--- config.mk ---
export PLATFORM = sky130hd
export DESIGN_NAME = elevator_scan_ctrl_flat
export DESIGN_NICKNAME = d
export VERILOG_FILES = /design/src/rtl/elevator_scan_ctrl_if.sv /design/src/rtl/elevator_scan_ctrl.sv /design/src/flat_wrapper.sv
export SDC_FILE = /design/constraint.sdc
export NUM_CORES = 1
export LEC_CHECK = 0
export CELL_PAD_IN_SITES_DETAIL_PLACEMENT = 1
export CELL_PAD_IN_SITES_GLOBAL_PLACEMENT = 2
export CORE_MARGIN = 5
export CORE_UTILIZATION = 31
export DETAILED_ROUTE_END_ITERATION = 7
export PLACE_DENSITY = 0.81
export SLEW_MARGIN = 20
export SYNTH_ARGS = -nofsm -noshare
export SYNTH_HDL_FRONTEND = slang
export SYNTH_SLANG_ARGS = --single-unit
--- constraint.sdc ---
create_clock -name clk -period 2.4 [get_ports clk]
set_input_delay 0.48 -clock clk [delete_from_list [all_inputs] [get_ports clk]]
set_output_delay 0.48 -clock clk [all_outputs]
set_load 0.05 [all_outputs]
--- src/rtl/elevator_scan_ctrl_if.sv ---
// ---------------------------------------------------------------------------
// elevator_scan_ctrl_if
// Purpose : Bundles the panel-side request inputs and the car status outputs
//           of the SCAN elevator controller into one interface.
// Signals : buttons       - per-floor request pulses/levels (panel -> ctrl)
//           door_hold     - keep door open while high      (panel -> ctrl)
//           current_floor - floor the car is at or last passed
//           door_open     - door open
//           moving        - car travelling between floors
//           direction     - 1 = up, 0 = down
//           reqs          - pending (unserved) requests
//           idle          - controller idle with nothing pending
// Modports: master = panel / display side, slave = controller.
// ---------------------------------------------------------------------------
interface elevator_scan_ctrl_if #(
  parameter int NUM_FLOORS = 5
);
  localparam int FLOOR_W = (NUM_FLOORS > 1) ? $clog2(NUM_FLOORS) : 1;

  logic [NUM_FLOORS-1:0] buttons;
  logic                  door_hold;
  logic [FLOOR_W-1:0]    current_floor;
  logic                  door_open;
  logic                  moving;
  logic                  direction;
  logic [NUM_FLOORS-1:0] reqs;
  logic                  idle;

  modport master (
    output buttons, door_hold,
    input  current_floor, door_open, moving, direction, reqs, idle
  );

  modport slave (
    input  buttons, door_hold,
    output current_floor, door_open, moving, direction, reqs, idle
  );
endinterface

--- src/rtl/elevator_scan_ctrl.sv ---
// ---------------------------------------------------------------------------
// elevator_scan_ctrl
// Purpose : Single-car elevator controller serving latched floor requests in
//           SCAN (collective) order. Travel time per hop and door dwell are
//           modelled with down-counters; door_hold or a re-press of the
//           current floor restarts the dwell.
// Ports   : clk   - system clock, rising edge
//           reset - synchronous, active-high
//           bus   - elevator_scan_ctrl_if.slave (requests in, status out)
// All outputs are driven straight from registers.
// ---------------------------------------------------------------------------
module elevator_scan_ctrl #(
  parameter int NUM_FLOORS    = 5,
  parameter int DOOR_CYCLES   = 3,
  parameter int TRAVEL_CYCLES = 2
) (
  input logic                    clk,
  input logic                    reset,
  elevator_scan_ctrl_if.slave    bus
);

  localparam int FLOOR_W = (NUM_FLOORS > 1) ? $clog2(NUM_FLOORS) : 1;
  localparam int MAX_CYC = (DOOR_CYCLES > TRAVEL_CYCLES) ? DOOR_CYCLES : TRAVEL_CYCLES;
  localparam int CNT_W   = (MAX_CYC > 1) ? $clog2(MAX_CYC + 1) : 1;

  localparam logic [CNT_W-1:0] DWELL_RELOAD  = CNT_W'(DOOR_CYCLES - 1);
  localparam logic [CNT_W-1:0] TRAVEL_RELOAD = CNT_W'(TRAVEL_CYCLES - 1);

  typedef enum logic [1:0] {
    S_IDLE      = 2'd0,
    S_MOVING    = 2'd1,
    S_DOOR_OPEN = 2'd2
  } state_t;

  state_t                r_state;
  logic [FLOOR_W-1:0]    r_floor;
  logic                  r_dir;
  logic                  r_door;
  logic                  r_moving;
  logic                  r_idle;
  logic [NUM_FLOORS-1:0] r_reqs;
  logic [CNT_W-1:0]      r_dwell;
  logic [CNT_W-1:0]      r_travel;

  // Per-floor position masks relative to the car, built without variable
  // part-selects so they stay legal at the top and bottom floors.
  logic [NUM_FLOORS-1:0] w_here;
  logic [NUM_FLOORS-1:0] w_above_mask;
  logic [NUM_FLOORS-1:0] w_below_mask;

  genvar gi;
  generate
    for (gi = 0; gi < NUM_FLOORS; gi++) begin : g_pos
      assign w_here[gi]       = (r_floor == FLOOR_W'(gi));
      assign w_above_mask[gi] = (FLOOR_W'(gi) > r_floor);
      assign w_below_mask[gi] = (FLOOR_W'(gi) < r_floor);
    end
  endgenerate

  logic                  w_at_floor;
  logic                  w_btn_here;
  logic                  w_above;
  logic                  w_below;
  logic                  w_opening;
  logic [NUM_FLOORS-1:0] w_clear_mask;
  logic [NUM_FLOORS-1:0] w_reqs_next;
  logic                  w_reqs_next_empty;

  assign w_at_floor = |(r_reqs & w_here);
  assign w_btn_here = |(bus.buttons & w_here);
  assign w_above    = |(r_reqs & w_above_mask);
  assign w_below    = |(r_reqs & w_below_mask);

  // The current floor's request is dropped on the opening edge and on every
  // door-open edge, so re-presses while the door is open never stick.
  assign w_opening         = (r_state == S_IDLE) && w_at_floor;
  assign w_clear_mask      = (w_opening || (r_state == S_DOOR_OPEN)) ? w_here : '0;
  assign w_reqs_next       = (r_reqs | bus.buttons) & ~w_clear_mask;
  assign w_reqs_next_empty = (w_reqs_next == '0);

  always_ff @(posedge clk) begin
    if (reset) begin
      r_state  <= S_IDLE;
      r_floor  <= '0;
      r_dir    <= 1'b1;
      r_door   <= 1'b0;
      r_moving <= 1'b0;
      r_idle   <= 1'b1;
      r_reqs   <= '0;
      r_dwell  <= '0;
      r_travel <= '0;
    end else begin
      r_reqs <= w_reqs_next;
      r_idle <= 1'b0;
      case (r_state)
        S_IDLE: begin
          if (w_at_floor) begin
            r_state <= S_DOOR_OPEN;
            r_door  <= 1'b1;
            r_dwell <= DWELL_RELOAD;
          end else if (r_dir ? w_above : w_below) begin
            // keep sweeping in the current direction
            r_state  <= S_MOVING;
            r_moving <= 1'b1;
            r_travel <= TRAVEL_RELOAD;
          end else if (r_dir ? w_below : w_above) begin
            // nothing left ahead: reverse the sweep
            r_dir    <= ~r_dir;
            r_state  <= S_MOVING;
            r_moving <= 1'b1;
            r_travel <= TRAVEL_RELOAD;
          end else begin
            r_idle <= w_reqs_next_empty;
          end
        end

        S_MOVING: begin
          if (r_travel == '0) begin
            r_floor  <= r_dir ? (r_floor + FLOOR_W'(1)) : (r_floor - FLOOR_W'(1));
            r_moving <= 1'b0;
            r_state  <= S_IDLE;
            r_idle   <= w_reqs_next_empty;
          end else begin
            r_travel <= r_travel - CNT_W'(1);
          end
        end

        S_DOOR_OPEN: begin
          if (bus.door_hold || w_btn_here) begin
            r_dwell <= DWELL_RELOAD;
          end else if (r_dwell == '0) begin
            r_door  <= 1'b0;
            r_state <= S_IDLE;
            r_idle  <= w_reqs_next_empty;
          end else begin
            r_dwell <= r_dwell - CNT_W'(1);
          end
        end

        default: begin
          r_state  <= S_IDLE;
          r_door   <= 1'b0;
          r_moving <= 1'b0;
        end
      endcase
    end
  end

  assign bus.current_floor = r_floor;
  assign bus.door_open     = r_door;
  assign bus.moving        = r_moving;
  assign bus.direction     = r_dir;
  assign bus.reqs          = r_reqs;
  assign bus.idle          = r_idle;

endmodule

--- src/flat_wrapper.sv ---
// flat-port wrapper written by rule: the top's interface ports become plain ports
module elevator_scan_ctrl_flat 
#(
  parameter int NUM_FLOORS    = 5,
  parameter int DOOR_CYCLES   = 3,
  parameter int TRAVEL_CYCLES = 2
)
  (clk, reset, bus_buttons, bus_door_hold, bus_current_floor, bus_door_open, bus_moving, bus_direction, bus_reqs, bus_idle);
  elevator_scan_ctrl_if #(.NUM_FLOORS(NUM_FLOORS)) bus_i ();
  input logic clk;
  input logic reset;
  input wire logic [$bits(bus_i.buttons)-1:0] bus_buttons;
  input wire logic [$bits(bus_i.door_hold)-1:0] bus_door_hold;
  output wire logic [$bits(bus_i.current_floor)-1:0] bus_current_floor;
  output wire logic [$bits(bus_i.door_open)-1:0] bus_door_open;
  output wire logic [$bits(bus_i.moving)-1:0] bus_moving;
  output wire logic [$bits(bus_i.direction)-1:0] bus_direction;
  output wire logic [$bits(bus_i.reqs)-1:0] bus_reqs;
  output wire logic [$bits(bus_i.idle)-1:0] bus_idle;
  assign bus_i.buttons = bus_buttons;
  assign bus_i.door_hold = bus_door_hold;
  assign bus_current_floor = bus_i.current_floor;
  assign bus_door_open = bus_i.door_open;
  assign bus_moving = bus_i.moving;
  assign bus_direction = bus_i.direction;
  assign bus_reqs = bus_i.reqs;
  assign bus_idle = bus_i.idle;
  elevator_scan_ctrl #(.NUM_FLOORS(NUM_FLOORS), .DOOR_CYCLES(DOOR_CYCLES), .TRAVEL_CYCLES(TRAVEL_CYCLES)) u_core (.clk(clk), .reset(reset), .bus(bus_i));
endmodule
==> results of run 1 <==
final timing paths:
check                                    from                 to  slack, ns
setup reg to reg  u_core.bus.current_floor[0]  u_core.bus.moving       0.13
hold / removal              u_core.r_dwell[1]  u_core.r_dwell[1]       0.48
hold reg to reg             u_core.r_dwell[1]  u_core.r_dwell[1]       0.48
setup / recovery  u_core.bus.current_floor[0]  u_core.bus.moving       0.13
logic make-up after synthesis:
kind of cell,synth area share
compound gates,0.324
xor+xnor,0.0146
fa+ha+maj,0.0728
buf+inv,0.0811
flops,0.299
mux,0.0177
simple gates,0.190
through the flow:
stage,instance area [um2],cells,total power [mW],setup WS [ns]
3_3_place_gp,1470,208,1.44,0.174
4_1_cts,1530,212,1.74,0.134
2_1_floorplan,1210,140,1.15,0.00912
5_1_grt,1530,212,1.84,0.00868
3_5_place_dp,1470,208,1.47,0.144
6_report,1530,212,1.72,0.128
worst max-delay path: stages, from the launching register on:
cell	delay (ns)
dfxtp_2	0.32
inv_1	0.10
ha_1	0.32
a222oi_1	0.44
buf_4	0.20
o21a_2	0.15
nand3_2	0.13
o21bai_4	0.22
a221oi_2	0.30
final cells by class:
type,count,area (um2)
Sequential cell,18,363
Clock buffer,4,55.1
Timing Repair Buffer,28,255
Tap cell,48,60.1
Multi-Input combinational cell,102,746
Fill cell,452,2190
Inverter,12,47.5
per-layer routing:
| metal | routed length (um) | global-route usage | up-vias |
|---|---|---|---|
| li1 | - | - | 569 |
| met3 | 212 | 0.0429 | 8 |
| met4 | 61 | 0.0397 | 0 |
| met2 | 1810 | 0.254 | 36 |
| met5 | 0 | 0 | - |
| met1 | 1670 | 0.194 | 602 |
report_power, final:
group / switching, mW / leakage, nW / total (mW) / internal [mW]
clock: 0.107 / 0.0288 / 0.253 / 0.146
combinational: 0.605 / 0.413 / 1.02 / 0.413
sequential: 0.0753 / 0.149 / 0.453 / 0.378
total: 0.788 / 0.591 / 1.72 / 0.936
sequential cells by signal, indices dropped and copies added (netlist names):
| register | flops |
|---|---|
| u_core.bus.reqs | 5 |
| u_core.bus.door_open | 1 |
| u_core.bus.direction | 1 |
| u_core.r_travel | 2 |
| u_core.bus.current_floor | 3 |
| u_core.bus.moving | 1 |
| u_core.r_dwell | 2 |
| u_core.r_state | 2 |
| u_core.bus.idle | 1 |
placed cells by master, fill, tap and decap left out, types with 3 or more instances in the layout:
cell type / n
or3_1: 3
buf_4: 10
nor3_1: 4
clkbuf_8: 4
dfxtp_1: 16
nor2_1: 13
a21oi_1: 10
a31oi_1: 4
clkdlybuf4s50_1: 18
o21ai_0: 8
a211oi_1: 5
inv_1: 11
nand2_1: 5
ha_1: 7
nand3_1: 4
==> reports/metrics.csv, run 1 <==
stage;metric;value;unit
status;status;finished, final reports clean;
worst_setup_path;Crit Path Max Fanout;6;
finish;Synth-to-Final Area Change;26.8;%
yosys;Post-synth ARST share;0;
power;PD cells;1130;mW/mm2
grt;GRT Residual Overflow;0;
yosys;Synth top area share;0.299;
timing;Max-Slew Margin vs Limit;0.604;
timing;Final Setup Violations;0;
timing;final hold slack;0.483;ns
routing;Avg Vias per Cell;5.73;
grt;number of global-route vias before repair;1237;
worst_setup_path;CP Launch Type;register;
place;DP HPWL;2920;um
timing;min Tclk post-route;2.27;ns
yosys;count of different cell masters after synthesis;49;
floorplanning;Core Area;0.00372;mm2
worst_setup_path;WP data arrival;2.44;ns
timing;setup_tns;0;ns
yosys;Yosys reg bits;18;
yosys;synthesized area;0.00120;mm2
yosys;most common cell in the netlist;dfxtp_1;
power;largest vdd supply drop;451;uV
yosys;top cells by count, synth;dfxtp_1, nor2_1, inv_1, a21oi_1, o21ai_0;
worst_setup_path;Worst Reg2Reg Path Length in Cells;8;
clocking;hold_buf cts;0;
worst_setup_path;Setup CP Type;reg -> reg;
timing;clock skew;0.00328;ns
yosys;Avg Inst Size Synth;8.60;um2
clocking;Max Root-Sink Buffers;2;
clocking;TritonCTS Buffers;3;
finish;share of cells above drive strength 1;0.171;
yosys;Mapped Nets;155;
routing;post-route ant nets;0;
routing;DRT Pass-1 Iters;4;
yosys;Synth area leader;dfxtp_1;
grt;Total GRT Usage;0.153;
routing;total wire length;3750;um
grt;largest net degree at the start of global routing;16;
finish;final cell utilization of the core;0.411;
timing;unrepaired setup endpoints after global routing;no;
clocking;Reg clk slew, reported paths;0.07;ns
clocking;htree depth;1;
job;Max Cap Viol;0;
yosys;Syn. warnings;0;
timing;Final period util;0.947;
timing;Final Hold Fails;0;
timing;max-slew violations;0;
worst_setup_path;critical path capture point type;register;
floorplanning;Rows;22;
worst_hold_path;Min-Delay Path Class;reg -> reg;
routing;drt wl/cell;17.7;um
worst_hold_path;Hold Path Depth;2;
floorplanning;die area;0.00523;mm2
finish;Diodes inserted;0;
floorplanning;I/O pin count;20;
grt;first-pass GRT wire length;6260;um
routing;Iteration-0 DRC Markers;64;
place;gp weighted congestion;0.879;
floorplanning;die height;72.3;um
floorplanning;initial core utilization;0.324;
finish;Final nets;180;
power;LEAKAGE;0.591;nW
clocking;TritonCTS clock tree;yes;
floorplanning;die width;72.3;um
yosys;number of synthesized flops with an enable pin;0;
worst_setup_path;required time of the critical path;2.57;ns
clocking;CTS resizes;0;
timing;Worst Tran Pin Value;0.594;ns
clocking;clk_lat worst skew;0.26;ns
yosys;Seq/Total Area, Yosys;0.299;
clocking;Post-CTS Setup Repair Bufs;0;
yosys;main area contributors after synthesis;dfxtp_1, ha_1, a21oi_1, nor2_1, inv_1;
grt;initial antenna violation count;0;
yosys;Gate Count Post-Synth;140;
routing;via count;1215;
clocking;root buffer cell;clkbuf_8;
routing;DRC Markers;0;
clocking;Clock Sinks;18;
timing;fmax;440;MHz
yosys;top_reg_cell synth;dfxtp_1;
place;Port Buffers;19;
Note: power is estimated with default switching activity, not from simulation.
==> run 2: changes to the inputs <==
Settings changed: CORE_MARGIN 5 to not set.
==> run 2 against run 1 <==
- sequential share of layout area rose by 0.22 points
- via count fell by 3.5%
- non-clock buffer count did not move
- final cell count fell by 0.47%
- critical path type unchanged
- largest cell class unchanged
- largest power group unchanged
- highest routed layer unchanged
==> reports/metrics.csv, run 2 (synthesis results as in run 1) <==
stage;metric;value;unit
worst_setup_path;CP most frequent cell;buf_4;
finish;most common cell after layout, fill and taps aside;clkdlybuf4s50_1;
routing;DRT Pass-1 Iters;4;
power;largest vdd supply drop;616;uV
floorplanning;initial core utilization;0.326;
finish;Non-Filler Instances;211;
worst_setup_path;Worst R2R Setup Slack;0.20;ns
worst_setup_path;cells along the critical path;buf_4 > ha_1 > a222oi_1 > buf_4 > o21a_2 > nand3_2 > o21bai_4 > a221oi_2;
floorplanning;I/O pin count;20;
worst_setup_path;critical path capture point type;register;
timing;Final Setup Violations;0;
job;Max Cap Viol;0;
place;DP HPWL;2800;um
timing;Final Hold Fails;0;
timing;max-slew violations;0;
floorplanning;die width;64.3;um
worst_setup_path;WP data arrival;2.37;ns
routing;Avg Vias per Cell;5.56;
finish;Diodes inserted;0;
finish;most frequent cells in the layout;clkdlybuf4s50_1, dfxtp_1, nor2_1;
timing;clock skew;0.00252;ns
clocking;hold_buf cts;0;
timing;Worst Tran Pin Value;0.597;ns
place;Port Buffers;19;
power;total power draw;1.67;mW
worst_hold_path;Hold Path Sink;u_core.r_dwell[1];
finish;Final nets;180;
clocking;htree depth;1;
grt;number of global-route vias before repair;1202;
clocking;root buffer cell;clkbuf_8;
worst_setup_path;worst r2r src;u_core.bus.current_floor[1];
status;status;finished, final reports clean;
place;placed cell count;208;
worst_setup_path;required time of the critical path;2.56;ns
floorplanning;die area;0.00414;mm2
clocking;CTS resizes;0;
grt;initial antenna violation count;0;
worst_setup_path;Slowest-stage cell, CP;a222oi_1;
grt;Total GRT Usage;0.191;
finish;Synth-to-Final Area Change;25.7;%
floorplanning;die height;64.3;um
clocking;TritonCTS clock tree;yes;
power;LEAKAGE;0.584;nW
grt;GRT Residual Overflow;0;
routing;via count;1173;
worst_setup_path;CP Buf/Inv Count;2;
grt;largest net degree at the start of global routing;16;
finish;final cell utilization of the core;0.410;
clocking;Clock Sinks;18;
timing;unrepaired setup endpoints after global routing;no;
clocking;clk_lat worst skew;0.25;ns
clocking;TritonCTS Buffers;3;
routing;total wire length;3640;um
worst_setup_path;Crit Path Max Fanout;11;
finish;multi-input logic area;746;um2
worst_setup_path;Worst Reg2Reg Path Length in Cells;8;
worst_setup_path;Worst path top cell family by delay;compound AO/OA/AOI/OAI gates;
finish;fill cell count;447;
finish;max FFs per register;5;
timing;Max-Slew Margin vs Limit;0.602;
worst_setup_path;slowest stage delay, CP;0.37;ns
floorplanning;Core Area;0.00369;mm2
floorplanning;Rows;22;
timing;setup_tns;0;ns
worst_setup_path;FF-to-FF End;u_core.bus.moving;
finish;Sequential Area;363;um2
routing;DRC Markers;0;
clocking;Post-CTS Setup Repair Bufs;0;
worst_setup_path;CP Launch Type;register;
grt;first-pass GRT wire length;6020;um
clocking;Max Root-Sink Buffers;2;
timing;min Tclk post-route;2.20;ns
finish;share of cells above drive strength 1;0.166;
power;PD cells;1100;mW/mm2
timing;final hold slack;0.471;ns
worst_hold_path;min-delay src;u_core.r_dwell[1];
routing;drt wl/cell;17.3;um
timing;fmax;454;MHz
worst_hold_path;Hold Path Depth;2;
clocking;Reg clk slew, reported paths;0.07;ns
place;gp weighted congestion;0.799;
worst_hold_path;Min-Delay Path Class;reg -> reg;
routing;Iteration-0 DRC Markers;108;
worst_setup_path;Setup CP Type;reg -> reg;
routing;post-route ant nets;0;
timing;Final period util;0.918;
[run 2: worst max-delay path by stage]
stage	depth (start not counted)	end	startpoint	slack, ns
floorplan	9	u_core.bus.idle	u_core.bus.current_floor[1]	0.009
global placement	6	u_core.bus.idle	bus_buttons[3]	0.17
detailed placement	6	u_core.bus.idle	bus_buttons[3]	0.13
CTS	8	u_core.bus.moving	u_core.bus.current_floor[1]	0.22
global route	8	u_core.bus.moving	u_core.bus.current_floor[0]	0.11
finish	8	u_core.bus.moving	u_core.bus.current_floor[1]	0.20
[run 2: layout make-up]
type,instances,area share
multi-input cells,102,0.493
repair buffers,28,0.169
flip-flops and latches,18,0.240
inverters,12,0.0314
well taps,48,0.0397
clock buffers,3,0.0273
[run 2: layer usage]
metal  GRT usage  vias to the layer above  share of wire
met5           0                        -              0
met4      0.0556                        0          0.016
met3      0.0429                        6          0.047
met2       0.311                       32           0.47
met1       0.251                      569           0.47
li1            -                      566              -
[run 2: per-stage QoR]
| step | setup slack (ns) | instance area [um2] |
|---|---|---|
| floorplan | 0.00912 | 1210 |
| global placement | 0.170 | 1470 |
| detailed placement | 0.129 | 1470 |
| CTS | 0.218 | 1510 |
| global route | 0.109 | 1510 |
| finish | 0.198 | 1510 |
[run 2: report_power, final]
group / total, mW / switching (mW) / internal, mW
combinational: 1.00 / 0.591 / 0.412
sequential: 0.456 / 0.0783 / 0.378
clock: 0.212 / 0.100 / 0.112
[run 2: worst register-to-register path: stages, from the launching register on]
cell and delay, ns:
dfxtp_2 0.32, buf_4 0.16, ha_1 0.26, a222oi_1 0.37
buf_4 0.19, o21a_2 0.16, nand3_2 0.13, o21bai_4 0.22
a221oi_2 0.30
==> run 3: changes to the inputs <==
Settings changed: CORE_UTILIZATION 31 to 35, DONT_BUFFER_PORTS set to 1, PLACE_DENSITY 0.81 to 0.77.
==> run 3 against run 2 <==
- combinational power shrank 17%
- largest cell class unchanged
- largest power group unchanged
- power shrank 9.2%
- register-to-register slack lost 0.03 ns
- non-clock buffer count shrank 15
- setup slack lost 0.026 ns
- via count shrank 6.7%
- die area shrank 11%
==> reports/metrics.csv, run 3 (synthesis results as in run 1) <==
stage;metric;value;unit
place;Setup WS pre-CTS;0.114;ns
worst_setup_path;CP Launch Type;register;
clocking;CTS resizes;0;
clocking;htree depth;1;
finish;fill cell count;392;
routing;total wire length;3320;um
finish;most frequent cells in the layout;dfxtp_1, nor2_1, buf_4;
worst_setup_path;Setup CP Type;reg -> reg;
timing;setup_tns;0;ns
timing;fmax;449;MHz
finish;Final nets;165;
floorplanning;initial core utilization;0.382;
finish;most common cell after layout, fill and taps aside;dfxtp_1;
clocking;TritonCTS Buffers;3;
timing;Max-Slew Margin vs Limit;0.649;
timing;unrepaired setup endpoints after global routing;no;
place;DP HPWL;2630;um
floorplanning;Rows;20;
routing;drt wl/cell;17.3;um
clocking;hold_buf cts;0;
grt;largest net degree at the start of global routing;21;
timing;max-slew violations;0;
place;placed cell count;189;
finish;final cell utilization of the core;0.424;
timing;Worst Tran Pin Value;0.525;ns
worst_setup_path;Crit Path Max Fanout;10;
clocking;TritonCTS clock tree;yes;
grt;GRT Residual Overflow;0;
clocking;clk_lat worst skew;0.29;ns
grt;initial antenna violation count;0;
worst_setup_path;slowest stage delay, CP;0.43;ns
worst_hold_path;Min-Delay Path Class;in -> reg;
routing;DRT Pass-1 Iters;5;
floorplanning;die area;0.00368;mm2
routing;Avg Vias per Cell;5.70;
grt;Total GRT Usage;0.199;
worst_setup_path;CP Buf/Inv Count;1;
worst_setup_path;cells along the critical path;inv_1 > ha_1 > a222oi_1 > a22o_1 > and3b_1 > o22ai_1 > a221oi_1;
timing;min Tclk post-route;2.23;ns
routing;post-route ant nets;0;
routing;Iteration-0 DRC Markers;73;
finish;Non-Filler Instances;192;
worst_setup_path;WP data arrival;2.43;ns
worst_setup_path;critical path capture point type;register;
grt;first-pass GRT wire length;5260;um
worst_setup_path;Worst path top cell family by delay;compound AO/OA/AOI/OAI gates;
clocking;Reg clk slew, reported paths;0.11;ns
worst_setup_path;required time of the critical path;2.60;ns
clocking;Post-CTS Setup Repair Bufs;0;
finish;Synth-to-Final Area Change;11.0;%
power;largest vdd supply drop;399;uV
timing;clock skew;0.00591;ns
clocking;Max Root-Sink Buffers;2;
power;LEAKAGE;0.524;nW
floorplanning;Core Area;0.00315;mm2
power;PD cells;1140;mW/mm2
timing;Final period util;0.928;
status;status;finished, final reports clean;
worst_setup_path;Slowest-stage cell, CP;a222oi_1;
floorplanning;die height;60.6;um
routing;DRC Markers;0;
clocking;Clock Sinks;18;
place;gp weighted congestion;0.840;
routing;via count;1094;
clocking;root buffer cell;clkbuf_4;
finish;share of cells above drive strength 1;0.203;
timing;Final Hold Fails;0;
finish;Diodes inserted;0;
timing;Final Setup Violations;0;
floorplanning;I/O pin count;20;
floorplanning;die width;60.6;um
job;Max Cap Viol;0;
grt;number of global-route vias before repair;1066;
finish;max FFs per register;5;
timing;setup ws final;0.172;ns
place;Port Buffers;0;
run 3: cell count changes in the layout (fill, tap and decap cells not counted):
cell / delta
buf_4: +3
clkbuf_4: +3
clkbuf_8: -3
clkdlybuf4s50_1: -18
dfxtp_2: -2
dfxtp_4: +2
o21ai_0: -1
o21ai_1: +1
run 3: routing by layer:
metal  GRT usage  vias up  wire [um]
met5           0        -          0
met4      0.0292        0         19
met3      0.0405        2        149
met2       0.327       27       1530
met1       0.277      526       1620
li1            -      539          -
run 3: stage by stage:
step | area, um2 | hold slack (ns) | power [mW]
3_5_place_dp | 1310 | 0.486 | 1.36
3_3_place_gp | 1310 | 0.454 | 1.34
2_1_floorplan | 1210 | 0.444 | 1.15
5_1_grt | 1340 | 0.215 | 1.63
4_1_cts | 1330 | 0.219 | 1.52
6_report | 1340 | 0.238 | 1.52
run 3: layout make-up:
| type | instances | area, um2 | share of cell area |
|---|---|---|---|
| inverters | 12 | 47.5 | 0.0356 |
| well taps | 44 | 55.1 | 0.0412 |
| flip-flops and latches | 18 | 368 | 0.275 |
| multi-input cells | 102 | 746 | 0.558 |
| clock buffers | 3 | 22.5 | 0.0169 |
| repair buffers | 13 | 97.6 | 0.0730 |
run 3: path summary, 6_finish.rpt:
check | endpoint | cells past startpoint | start | slack (ns)
hold / removal | u_core.bus.door_open | 1 | reset | 0.24
hold reg to reg | u_core.r_travel[0] | 2 | u_core.r_travel[0] | 0.50
setup / recovery | u_core.r_state[0] | 7 | u_core.bus.current_floor[0] | 0.17
setup reg to reg | u_core.r_state[0] | 7 | u_core.bus.current_floor[0] | 0.17
run 3: where the power goes:
group | leakage [nW] | switching [mW] | internal (mW)
combinational | 0.360 | 0.485 | 0.342
clock | 0.0138 | 0.0944 | 0.0584
sequential | 0.150 | 0.157 | 0.380
total | 0.524 | 0.737 | 0.781
